<file path="src/rtl/mem_pkg.sv">
// Shared types for the memory-side store queue.
package mem_pkg;

  localparam int unsigned STQ_ADDR_W = 30;
  localparam int unsigned STQ_DATA_W = 32;
  localparam int unsigned STQ_BM_W   = 4;

  // One buffered store as held in the queue and presented to the dcache.
  typedef struct packed {
    logic [STQ_ADDR_W-1:0] addr;
    logic [STQ_DATA_W-1:0] data;
    logic [STQ_BM_W-1:0]   bm;
    logic                  io;
  } stq_entry_t;

  // Drain FSM encoding.
  localparam logic [0:0] STQ_IDLE = 1'b0;
  localparam logic [0:0] STQ_REQ  = 1'b1;

endpackage

</file>
<file path="src/rtl/stq_fwd_search.sv">
// Youngest-match store-to-load forwarding search over the live window head..tail-1.
module stq_fwd_search
  import mem_pkg::*;
#(
  parameter int unsigned DEPTH = 8,
  parameter int unsigned PW    = $clog2(DEPTH) + 1
) (
  input  stq_entry_t             ents [DEPTH],
  input  logic [PW-1:0]          head,
  input  logic [PW-1:0]          tail,
  input  logic [STQ_ADDR_W-1:0]  addr,
  input  logic [STQ_BM_W-1:0]    bm,
  output logic                   hit,
  output logic                   ok,
  output logic [STQ_DATA_W-1:0]  data,
  output logic [STQ_BM_W-1:0]    ent_bm
);

  localparam int unsigned AW = PW - 1;

  logic [PW-1:0] cnt;
  logic [AW-1:0] idx;
  stq_entry_t    cur;
  stq_entry_t    sel;

  // Walk oldest to youngest so the last overlap found is the youngest one.
  always_comb begin
    cnt = tail - head;
    idx = '0;
    cur = '0;
    sel = '0;
    hit = 1'b0;
    for (int unsigned i = 0; i < DEPTH; i++) begin
      idx = head[AW-1:0] + AW'(i);
      cur = ents[idx];
      if ((PW'(i) < cnt) && (cur.addr == addr) && ((cur.bm & bm) != '0)) begin
        hit = 1'b1;
        sel = cur;
      end
    end
    ok     = hit & ((sel.bm & bm) == bm) & ~sel.io;
    data   = sel.data;
    ent_bm = sel.bm;
  end

endmodule

</file>
<file path="src/rtl/mem_store_queue.sv">
// Store queue between AGU and dcache: holds stores until ROB commit, drains
// committed stores in order, forwards to loads. Optional perf counters are
// built when STQ_PERF_EN is defined.
module mem_store_queue
  import mem_pkg::*;
#(
  parameter int unsigned DEPTH    = 8,
  parameter int unsigned COMMIT_W = 2,
  parameter int unsigned ROB_W    = 5
) (
  input  logic                   cpu_clk_i,
  input  logic                   cpu_rst_i,
  input  logic                   flush_i,
  input  logic                   enq_en_i,
  input  logic [STQ_ADDR_W-1:0]  enq_addr_i,
  input  logic [STQ_DATA_W-1:0]  enq_data_i,
  input  logic [STQ_BM_W-1:0]    enq_bm_i,
  input  logic                   enq_io_i,
  input  logic [ROB_W-1:0]       enq_rob_i,
  output logic                   enq_full_o,
  output logic                   cmp_valid_o,
  output logic [ROB_W-1:0]       cmp_rob_o,
  input  logic [COMMIT_W-1:0]    commit_i,
  input  logic [STQ_ADDR_W-1:0]  fwd_addr_i,
  input  logic [STQ_BM_W-1:0]    fwd_bm_i,
  output logic                   fwd_hit_o,
  output logic                   fwd_ok_o,
  output logic [STQ_DATA_W-1:0]  fwd_data_o,
  output logic [STQ_BM_W-1:0]    fwd_bm_o,
  output logic                   st_valid_o,
  output logic [STQ_ADDR_W-1:0]  st_addr_o,
  output logic [STQ_DATA_W-1:0]  st_data_o,
  output logic [STQ_BM_W-1:0]    st_bm_o,
  output logic                   st_io_o,
  input  logic                   st_done_i,
  output logic                   empty_o
`ifdef STQ_PERF_EN
  ,
  output logic [31:0]            perf_full_stall_o,
  output logic [31:0]            perf_fwd_o
`endif
);

  localparam int unsigned AW = $clog2(DEPTH);
  localparam int unsigned PW = AW + 1;

  stq_entry_t    ents [DEPTH];
  logic [PW-1:0] head_q, cmt_q, tail_q;
  logic [PW-1:0] head_nxt, cmt_nxt, tail_nxt;
  logic [PW-1:0] cmt_cnt;
  logic [PW-1:0] used;
  logic [PW-1:0] pend_ofs;
  logic          enq_fire;
  logic          drain_done;

  logic [0:0]    state_q, state_nxt;
  logic          load_req;
  stq_entry_t    head_ent;
  stq_entry_t    req_q;

  logic             cmp_q;
  logic [ROB_W-1:0] cmp_rob_q;
  logic [PW-1:0]    cmp_ptr_q;

  assign used       = tail_q - head_q;
  assign enq_full_o = (used == PW'(DEPTH));
  assign empty_o    = (tail_q == head_q);
  assign enq_fire   = enq_en_i & ~enq_full_o & ~flush_i;
  assign drain_done = (state_q == STQ_REQ) & st_done_i;
  assign head_ent   = ents[head_q[AW-1:0]];

  // Number of stores retired this cycle.
  always_comb begin
    cmt_cnt = '0;
    for (int unsigned i = 0; i < COMMIT_W; i++) begin
      cmt_cnt = cmt_cnt + PW'(commit_i[i]);
    end
  end

  // Pointer updates: commit is applied before flush trims tail back to cmt.
  always_comb begin
    cmt_nxt  = cmt_q + cmt_cnt;
    head_nxt = head_q + PW'(drain_done);
    tail_nxt = flush_i ? cmt_nxt : (tail_q + PW'(enq_fire));
  end

  // Pointer registers.
  always_ff @(posedge cpu_clk_i) begin
    if (cpu_rst_i) begin
      head_q <= '0;
      cmt_q  <= '0;
      tail_q <= '0;
    end else begin
      head_q <= head_nxt;
      cmt_q  <= cmt_nxt;
      tail_q <= tail_nxt;
    end
  end

  // Entry storage; contents only matter inside the live window.
  always_ff @(posedge cpu_clk_i) begin
    if (enq_fire) begin
      ents[tail_q[AW-1:0]] <= '{addr: enq_addr_i, data: enq_data_i, bm: enq_bm_i, io: enq_io_i};
    end
  end

  // Completion pulse one cycle after enqueue; remembers which slot it belongs to.
  always_ff @(posedge cpu_clk_i) begin
    if (cpu_rst_i) begin
      cmp_q     <= 1'b0;
      cmp_rob_q <= '0;
      cmp_ptr_q <= '0;
    end else begin
      cmp_q     <= enq_fire;
      cmp_rob_q <= enq_rob_i;
      cmp_ptr_q <= tail_q;
    end
  end

  // A pending completion is withheld if this cycle's flush discards its entry.
  assign pend_ofs    = cmp_ptr_q - head_q;
  assign cmp_valid_o = cmp_q & ~(flush_i & (pend_ofs >= (cmt_nxt - head_q)));
  assign cmp_rob_o   = cmp_rob_q;

  // Drain FSM next state. Single outstanding in-order drain keeps io stores
  // strictly ordered behind every older store.
  always_comb begin
    state_nxt = state_q;
    load_req  = 1'b0;
    case (state_q)
      STQ_IDLE: begin
        if (head_q != cmt_q) begin
          state_nxt = STQ_REQ;
          load_req  = 1'b1;
        end
      end
      STQ_REQ: begin
        if (st_done_i) state_nxt = STQ_IDLE;
      end
      default: state_nxt = STQ_IDLE;
    endcase
  end

  // Drain FSM state and latched payload held stable for the dcache.
  always_ff @(posedge cpu_clk_i) begin
    if (cpu_rst_i) begin
      state_q <= STQ_IDLE;
      req_q   <= '0;
    end else begin
      state_q <= state_nxt;
      if (load_req) req_q <= head_ent;
    end
  end

  assign st_valid_o = (state_q == STQ_REQ);
  assign st_addr_o  = req_q.addr;
  assign st_data_o  = req_q.data;
  assign st_bm_o    = req_q.bm;
  assign st_io_o    = req_q.io;

  // Forwarding search over the current window; new enqueues appear next cycle.
  stq_fwd_search #(
    .DEPTH (DEPTH),
    .PW    (PW)
  ) u_fwd (
    .ents   (ents),
    .head   (head_q),
    .tail   (tail_q),
    .addr   (fwd_addr_i),
    .bm     (fwd_bm_i),
    .hit    (fwd_hit_o),
    .ok     (fwd_ok_o),
    .data   (fwd_data_o),
    .ent_bm (fwd_bm_o)
  );

  // ROB must never retire more stores than are waiting for commit.
  a_commit_bound: assert property (@(posedge cpu_clk_i) disable iff (cpu_rst_i)
    cmt_cnt <= (tail_q - cmt_q))
    else $error("mem_store_queue: commit exceeds uncommitted entries");

`ifdef STQ_PERF_EN
  // Saturating event counters, cleared only by reset.
  always_ff @(posedge cpu_clk_i) begin
    if (cpu_rst_i) begin
      perf_full_stall_o <= '0;
      perf_fwd_o        <= '0;
    end else begin
      if (enq_en_i && enq_full_o && (perf_full_stall_o != '1))
        perf_full_stall_o <= perf_full_stall_o + 32'd1;
      if (fwd_ok_o && (perf_fwd_o != '1))
        perf_fwd_o <= perf_fwd_o + 32'd1;
    end
  end
`endif

endmodule

</file>
<file path="config.mk">
export PLATFORM = sky130hd
export DESIGN_NAME = mem_store_queue
export DESIGN_NICKNAME = d
export VERILOG_FILES = /design/src/rtl/mem_pkg.sv /design/src/rtl/stq_fwd_search.sv /design/src/rtl/mem_store_queue.sv
export SDC_FILE = /design/constraint.sdc
export NUM_CORES = 2
export LEC_CHECK = 0
export ABC_AREA = 1
export BUFFER_PORTS_ARGS = -buffer_cell sky130_fd_sc_hd__buf_2
export CORE_UTILIZATION = 30
export CTS_CLUSTER_DIAMETER = 120
export DETAILED_ROUTE_END_ITERATION = 8
export SYNTH_ARGS = -nofsm -noshare
export SYNTH_HDL_FRONTEND = slang
export SYNTH_SLANG_ARGS = --single-unit
</file>
<file path="constraint.sdc">
create_clock -name cpu_clk_i -period 7.2 [get_ports cpu_clk_i]
set_input_delay 1.08 -clock cpu_clk_i [delete_from_list [all_inputs] [get_ports cpu_clk_i]]
set_output_delay 1.08 -clock cpu_clk_i [all_outputs]
set_load 0.05 [all_outputs]
</file>
# After elaboration in Yosys (flattened, before gate mapping)
# Index checks and enable logic that the tools add are counted.
# classes
n_mux	48
order_cmp	19
n_reduce_logical	25
n_addsub	14
bitwise	30
eq_ne	12
# op_table
op	n
$bmux W67 S3	8
$mux W67	17
$bwmux W536	1
$mux W37	8
$eq A30 B30 Y1	8
$demux W67 S3	1
$and A4 B4 Y4	9
$ge A4 B4 Y1 const B	9
$not A3 Y4	9
$reduce_bool A4 Y1	8
$logic_and A1 B1 Y1	17
$lt A3 B4 Y1 const A	4
$add A3 B3 Y3 const B	4
$sub A4 B4 Y4	3
$mux W1	11
$add A4 B1 Y4	2
$eq A4 B4 Y1	2
$lt A1 B4 Y1 const A	2
$lt A2 B4 Y1 const A	2
$and A1 B1 Y1	7
$add A3 B2 Y3 const B	2
$not A1 Y1	5
$add A4 B2 Y4	1
$eq A4 B4 Y1 const B	1
7 further kinds	7
# word_totals
in_bits	113
output_inout_bits	114
ff_bits	626

# Logic depth before layout (Yosys ltp)
# depth
word_depth	19
mapped_depth	35
depth_no_buf	26

# Cells and area by module
# A second synthesis with hierarchy kept.
# hier_totals
hier_cells	8578
hier_area_um2	52849.4
# modules_own_cells
module	area_each_um2	cells_per_inst	n_inst
mem_store_queue	27327.5	2935	1
stq_fwd_search	25522.0	5643	1

# Worst setup path after synthesis
# No wires, ideal clock.
# synth_path
path_type	flip-flop to output port
start	reg head_q[1]
end	out fwd_ok_o
arrival_ns	5.069
t_required_ns	6.120
stages_incl_launch_ff	29
n_path_buf	10
slack_ns	1.051
cell_sequence	dfxtp_1 buf_2 inv_1 buf_2 buf_2 buf_2 clkbuf_1 buf_1 ha_1 buf_2 inv_2 buf_6 buf_2 buf_2 nand2_1 nand3_1 nand2_1 a22o_1 nor2_1 nand2_1 nor2_1 nand3_1 nor2_2 nor3_1 nand2_1 nand2_1 a21oi_1 nand3_1 nor2_1
# synth_lines
element	line	rtl
start, declared	mem_store_queue.sv:48	logic [PW-1:0] head_q, cmt_q, tail_q;
start signal, assigned	mem_store_queue.sv:94	head_q <= head_nxt;
$add A3 B1 Y3 or $not A3 Y4 (tied branches)	stq_fwd_search.sv:34, stq_fwd_search.sv:35	
$not A3 Y4 (not written as such) or $bmux W67 S3 (tied branches)	stq_fwd_search.sv:35	cur = ents[idx];
$bmux W67 S3 or $mux W67 (tied branches)	stq_fwd_search.sv:35	
$mux W67 (not written as such)	stq_fwd_search.sv:35	
$mux W67 (not written as such), or another cell as far along	stq_fwd_search.sv:35	
$eq A30 B30 Y1, or another cell as far along	stq_fwd_search.sv:36	if ((PW'(i) < cnt) && (cur.addr == addr) && ((cur.bm & bm) != '0)) begin
$logic_and A1 B1 Y1 or $reduce_bool A4 Y1 (tied branches)	stq_fwd_search.sv:36	
$logic_and A1 B1 Y1 or $mux W1 (tied branches)	stq_fwd_search.sv:36	
$mux W1 (6 in a row)	stq_fwd_search.sv:36	
$mux W1 (*)	stq_fwd_search.sv:36	
named net fwd_hit_o	mem_store_queue.sv:26	output logic fwd_hit_o,
$and A1 B1 Y1 (*) (2 in a row)	stq_fwd_search.sv:41	ok = hit & ((sel.bm & bm) == bm) & ~sel.io;
end, declared	mem_store_queue.sv:27	output logic fwd_ok_o,
# The timed path passes the listed nets; every way through them passes the cells marked *. The select of a mux whose other input is x is not followed.

# Worst setup path in the final report
# layout_path
start	reg head_q[1]
end	out fwd_data_o[30]
# layout_between
elab_chain_cells	15
# layout_rtl
element	line	rtl
$add A3 B1 Y3 or $not A3 Y4 (tied branches)	stq_fwd_search.sv:34, stq_fwd_search.sv:35	
$not A3 Y4 (not written as such) or $bmux W67 S3 (tied branches)	stq_fwd_search.sv:35	
$bmux W67 S3 or $mux W67 (tied branches)	stq_fwd_search.sv:35	
$mux W67 (not written as such)	stq_fwd_search.sv:35	
$mux W67 (not written as such), or another cell as far along	stq_fwd_search.sv:35	
$eq A30 B30 Y1, or another cell as far along	stq_fwd_search.sv:36	
$logic_and A1 B1 Y1 or $reduce_bool A4 Y1 (tied branches)	stq_fwd_search.sv:36	
$logic_and A1 B1 Y1 or $mux W37 (tied branches)	stq_fwd_search.sv:36	
$mux W37 (6 in a row)	stq_fwd_search.sv:36	
$mux W37 (*)	stq_fwd_search.sv:36	
end, declared	mem_store_queue.sv:28	output logic [STQ_DATA_W-1:0] fwd_data_o,
# Every way passes the cells marked *; elsewhere a longest branch is shown, timed or not. The select of a mux whose other input is x is not followed.

==> results by group <==
Synth
  • Number of synthesized flops with an enable pin: approximately 540
  • Synth Warn #: 0
  • Top FF cell, synth: edfxtp_1
  • Async set-or-reset flop fraction in the synthesized netlist: 0%
  • Post-Syn Area per Cell: approximately 7 um2
  • Gate Count Post-Synth: approximately 6,500
  • Synth unique cells: 47
  • Flops & latches, synth: 626
  • Net Count, Synth: ~6,700
  • Sequential share of the synthesized area: between 40% and 50%
  • Synthesized area: ~45,000 um2

Final layout
  • Reg area: 17,910 um2
  • Multi-input logic area: roughly 24,000 um2
  • Fill count: around 16,000
  • Synthesis-to-layout area growth: 12.32%
  • Post-Route Utilization: about 34%
  • Layout Cells excl Fill: approximately 8,500
  • Final Net Count: approximately 6,600
  • Share of cells above drive strength 1: 7.506%
  • Finished layout cell area: ~50,000 um2

Critical path
  • CP Max Fanout: 120
  • Flop-to-flop setup slack: approximately 2.6 ns
  • Crit path kind: reg2out
  • R2R cell count: 9
  • R2R Path End: ents[388]$_DFFE_PP_
  • Crit path DAT: about 6 ns
  • Setup crit end kind: output port
  • Crit start category: flip-flop
  • R2r startpoint: head_q[1]$_SDFF_PP0_
  • Req. time, crit path: 6.12 ns

Clocking
  • Worst skew pair latency: 0.71 ns
  • TritonCTS Sinks: ~630
  • Root buffer cell: clkbuf_16
  • Max Buffers Root-to-Sink: 3
  • Reg clk slew, reported paths: approximately 0.060 ns
  • H-tree level count: 3
  • CTS tree: yes
  • CTS Buf Count: 77

Placement
  • Buffers on Ports: 226
  • Area post-placement: ~47,000 um2
  • RePlAce Congestion: 1.031
  • HPWL Detailed: 127.3 mm
  • Worst slack, placed: slightly below 1 ns
  • Placed insts: between 8,000 and 9,000

Worst hold path
  • Hold path depth: 2
  • Hold Path End: cmp_ptr_q[3]$_SDFF_PP0_
  • Min-delay worst type: reg2reg
  • Start point of the worst hold path: tail_q[3]$_SDFF_PP0_

Detailed routing
  • DR iter-0 viols: between 5,000 and 6,000
  • DR vias/cell: about 5.5
  • Drt drc: 0
  • Final ANT Viol Nets: 0
  • WL final: ~190 mm
  • DRT Pass-1 Iters: 7
  • Wire length per cell: 21.96 um
  • DR vias: ~47,000

Power and ir drop
  • Peak supply drop: between 0.15 and 0.2 mV
  • Pleak: about 22 nW
  • PwrDens: 262.7 nW/um2
  • Total power: about 13 mW

Global route
  • Total gr overflow: 0
  • First-pass GRT wire length: 273.0 mm
  • Largest net degree at the start of global routing: between 150 and 200
  • Vias in the first global route: around 42,000
  • Total GRT Usage: between 20% and 30%
  • Antenna violations before repair: 37

Timing
  • Setup TNS: 0 ns
  • Fmax achieved: 141.3 MHz
  • Worst-Margin Slew: 1.275 ns
  • Crit path time final: about 7.1 ns
  • Final setup margin: between 0.1 and 0.15 ns
  • RSZ-0062 raised after global routing: true
  • Final period util: a little over nine tenths
  • Setup Viol. Count Final: 0
  • Final Hold Vio Count: 0
  • Count of pins over their slew limit: 0
  • Slew Limit Headroom: 14.79%
  • Clock skew: approximately 0.026 ns
  • Worst hold slack: 0.4955 ns

Floorplan
  • IO Pins: approximately 230
  • Chip height: 387.3 um
  • Initial Utilization: between 30% and 40%
  • DIE WIDTH: approximately 390 um
  • Floorplan row count: about 140
  • Die Area: ~150,000 um2
  • Core footprint: 147,500 um2

Run status
  • Status: finished clean

Job
  • Max cap viols: 0
-- routing by layer --
metal | vias up | wire (um) | track usage [%]
li1 | 22050 | - | -
met1 | 21620 | 78460 | 32.21
met2 | 2496 | 80340 | 36.48
met3 | 493 | 18650 | 5.387
met4 | 40 | 8841 | 12.01
met5 | - | 272 | 0
-- state kept, by name, indices dropped and copies added, names as in the netlist --
| register | cells |
|---|---|
| st_addr_o | 30 |
| st_valid_o | 1 |
| head_q | 4 |
| st_bm_o | 4 |
| tail_q | 4 |
| cmp_rob_o | 5 |
| cmp_ptr_q | 4 |
| ents | 536 |
| st_data_o | 32 |
| st_io_o | 1 |
| cmp_q | 1 |
| cmt_q | 4 |
-- worst max path at each step --
stage	from	end	slack, ns	cells past startpoint
after global placement	head_q[1]$_SDFF_PP0_	fwd_ok_o	0.92	22
after global routing	head_q[1]$_SDFF_PP0_	fwd_data_o[30]	-0.04	24
after CTS	head_q[1]$_SDFF_PP0_	fwd_ok_o	0.19	23
after floorplan	head_q[1]$_SDFF_PP0_	fwd_ok_o	1.05	28
after detailed placement	head_q[1]$_SDFF_PP0_	fwd_data_o[30]	0.99	18
final	head_q[1]$_SDFF_PP0_	fwd_data_o[30]	0.12	24
-- final cells by class --
class                           count  share of cell area, %
Antenna cell                       12                0.06003
Clock buffer                      102                  4.370
Clock inverter                     42                 0.9605
Inverter                          224                  1.758
Multi-Input combinational cell   5242                  47.68
Sequential cell                   626                  35.80
Tap cell                         1930                  4.828
Timing Repair Buffer              319                  4.545
-- cells in the final DEF, fill, tap and decap left out, types with 67 or more instances in the layout --
cell and count:
nand3_1 1183, buf_2 210, o21ai_0 541, o211ai_1 111
clkbuf_16 81, buf_4 76, inv_1 203, nor2_1 275
nand2_1 2611, xor2_1 67, a21oi_1 152, dfxtp_1 87
edfxtp_1 536
-- cells by family (layout without fill, tap and decap cells) --
logic type / after synthesis / after routing / synth area share (%)
AO/OA/AOI/OAI: 969 / 969 / 11.94
XOR/XNOR: 74 / 74 / 1.497
adder cells (fa/ha/maj): 25 / 25 / 0.7698
buffers and inverters: 680 / 687 / 6.552
flip-flops: 626 / 626 / 40.19
multiplexers: 3 / 3 / 0.06743
other: 0 / 12 / 0
AND/OR/NAND/NOR: 4171 / 4171 / 38.99
-- where the power goes --
group | switching, mW | total, mW | internal, mW
sequential | 0.130 | 4.27 | 4.14
clock | 1.74 | 4.10 | 2.36
combinational | 3.59 | 4.77 | 1.18
-- cells in the mapped netlist, drive strengths merged, types with 2 or more instances --
cell type	count	area (um2)
dfxtp	90	1802
clkinv	11	41.29
edfxtp	536	16100
a31oi	66	412.9
o21ai	597	2988
mux2i	3	30.03
clkbuf	220	825.8
nor4	11	68.82
nand2	2614	9819
a21oi	152	760.7
a21boi	2	15.01
o211ai	112	845.8
o22ai	13	81.33
ha	21	262.8
or2	9	56.30
a221oi	3	26.28
xor2	68	614.3
nor2	292	1116
fa	4	80.08
xnor2	6	52.55
inv	213	802.0
nand4	15	93.84
nor3	6	30.03
nand3	1185	5936
buf	236	1249
o21a	5	37.54
a211oi	14	105.1
and2	38	237.7
-- worst max-delay path, cell delays in order (launching register included) --
cell and delay (ns):
dfxtp_4 0.41, clkinv_8 0.30, ha_4 0.46, buf_12 0.47
buf_4 0.47, nand2_1 0.13, nand3_1 0.10, nand2_1 0.09
nand2_1 0.08, nand2_1 0.06, nor2_1 0.28, nor2_1 0.10
nand3_1 0.23, nor2_4 0.06, inv_1 0.50, buf_4 0.50
o21ai_1 0.12, nand2_1 0.08, nand2_1 0.05, nand2_1 0.07
nand2_1 0.05, nand2_1 0.08, nand2_1 0.05, nand2_1 0.15
buf_2 0.30
-- what timing repair did --
item | 4_1_cts | 5_1_grt
gates resized for setup | 0 | 5
hold buffers | 0 | 0
buffers inserted | 0 | 0
setup endpoints to repair | 0 | 12
Power figures use the tool's default switching activity.
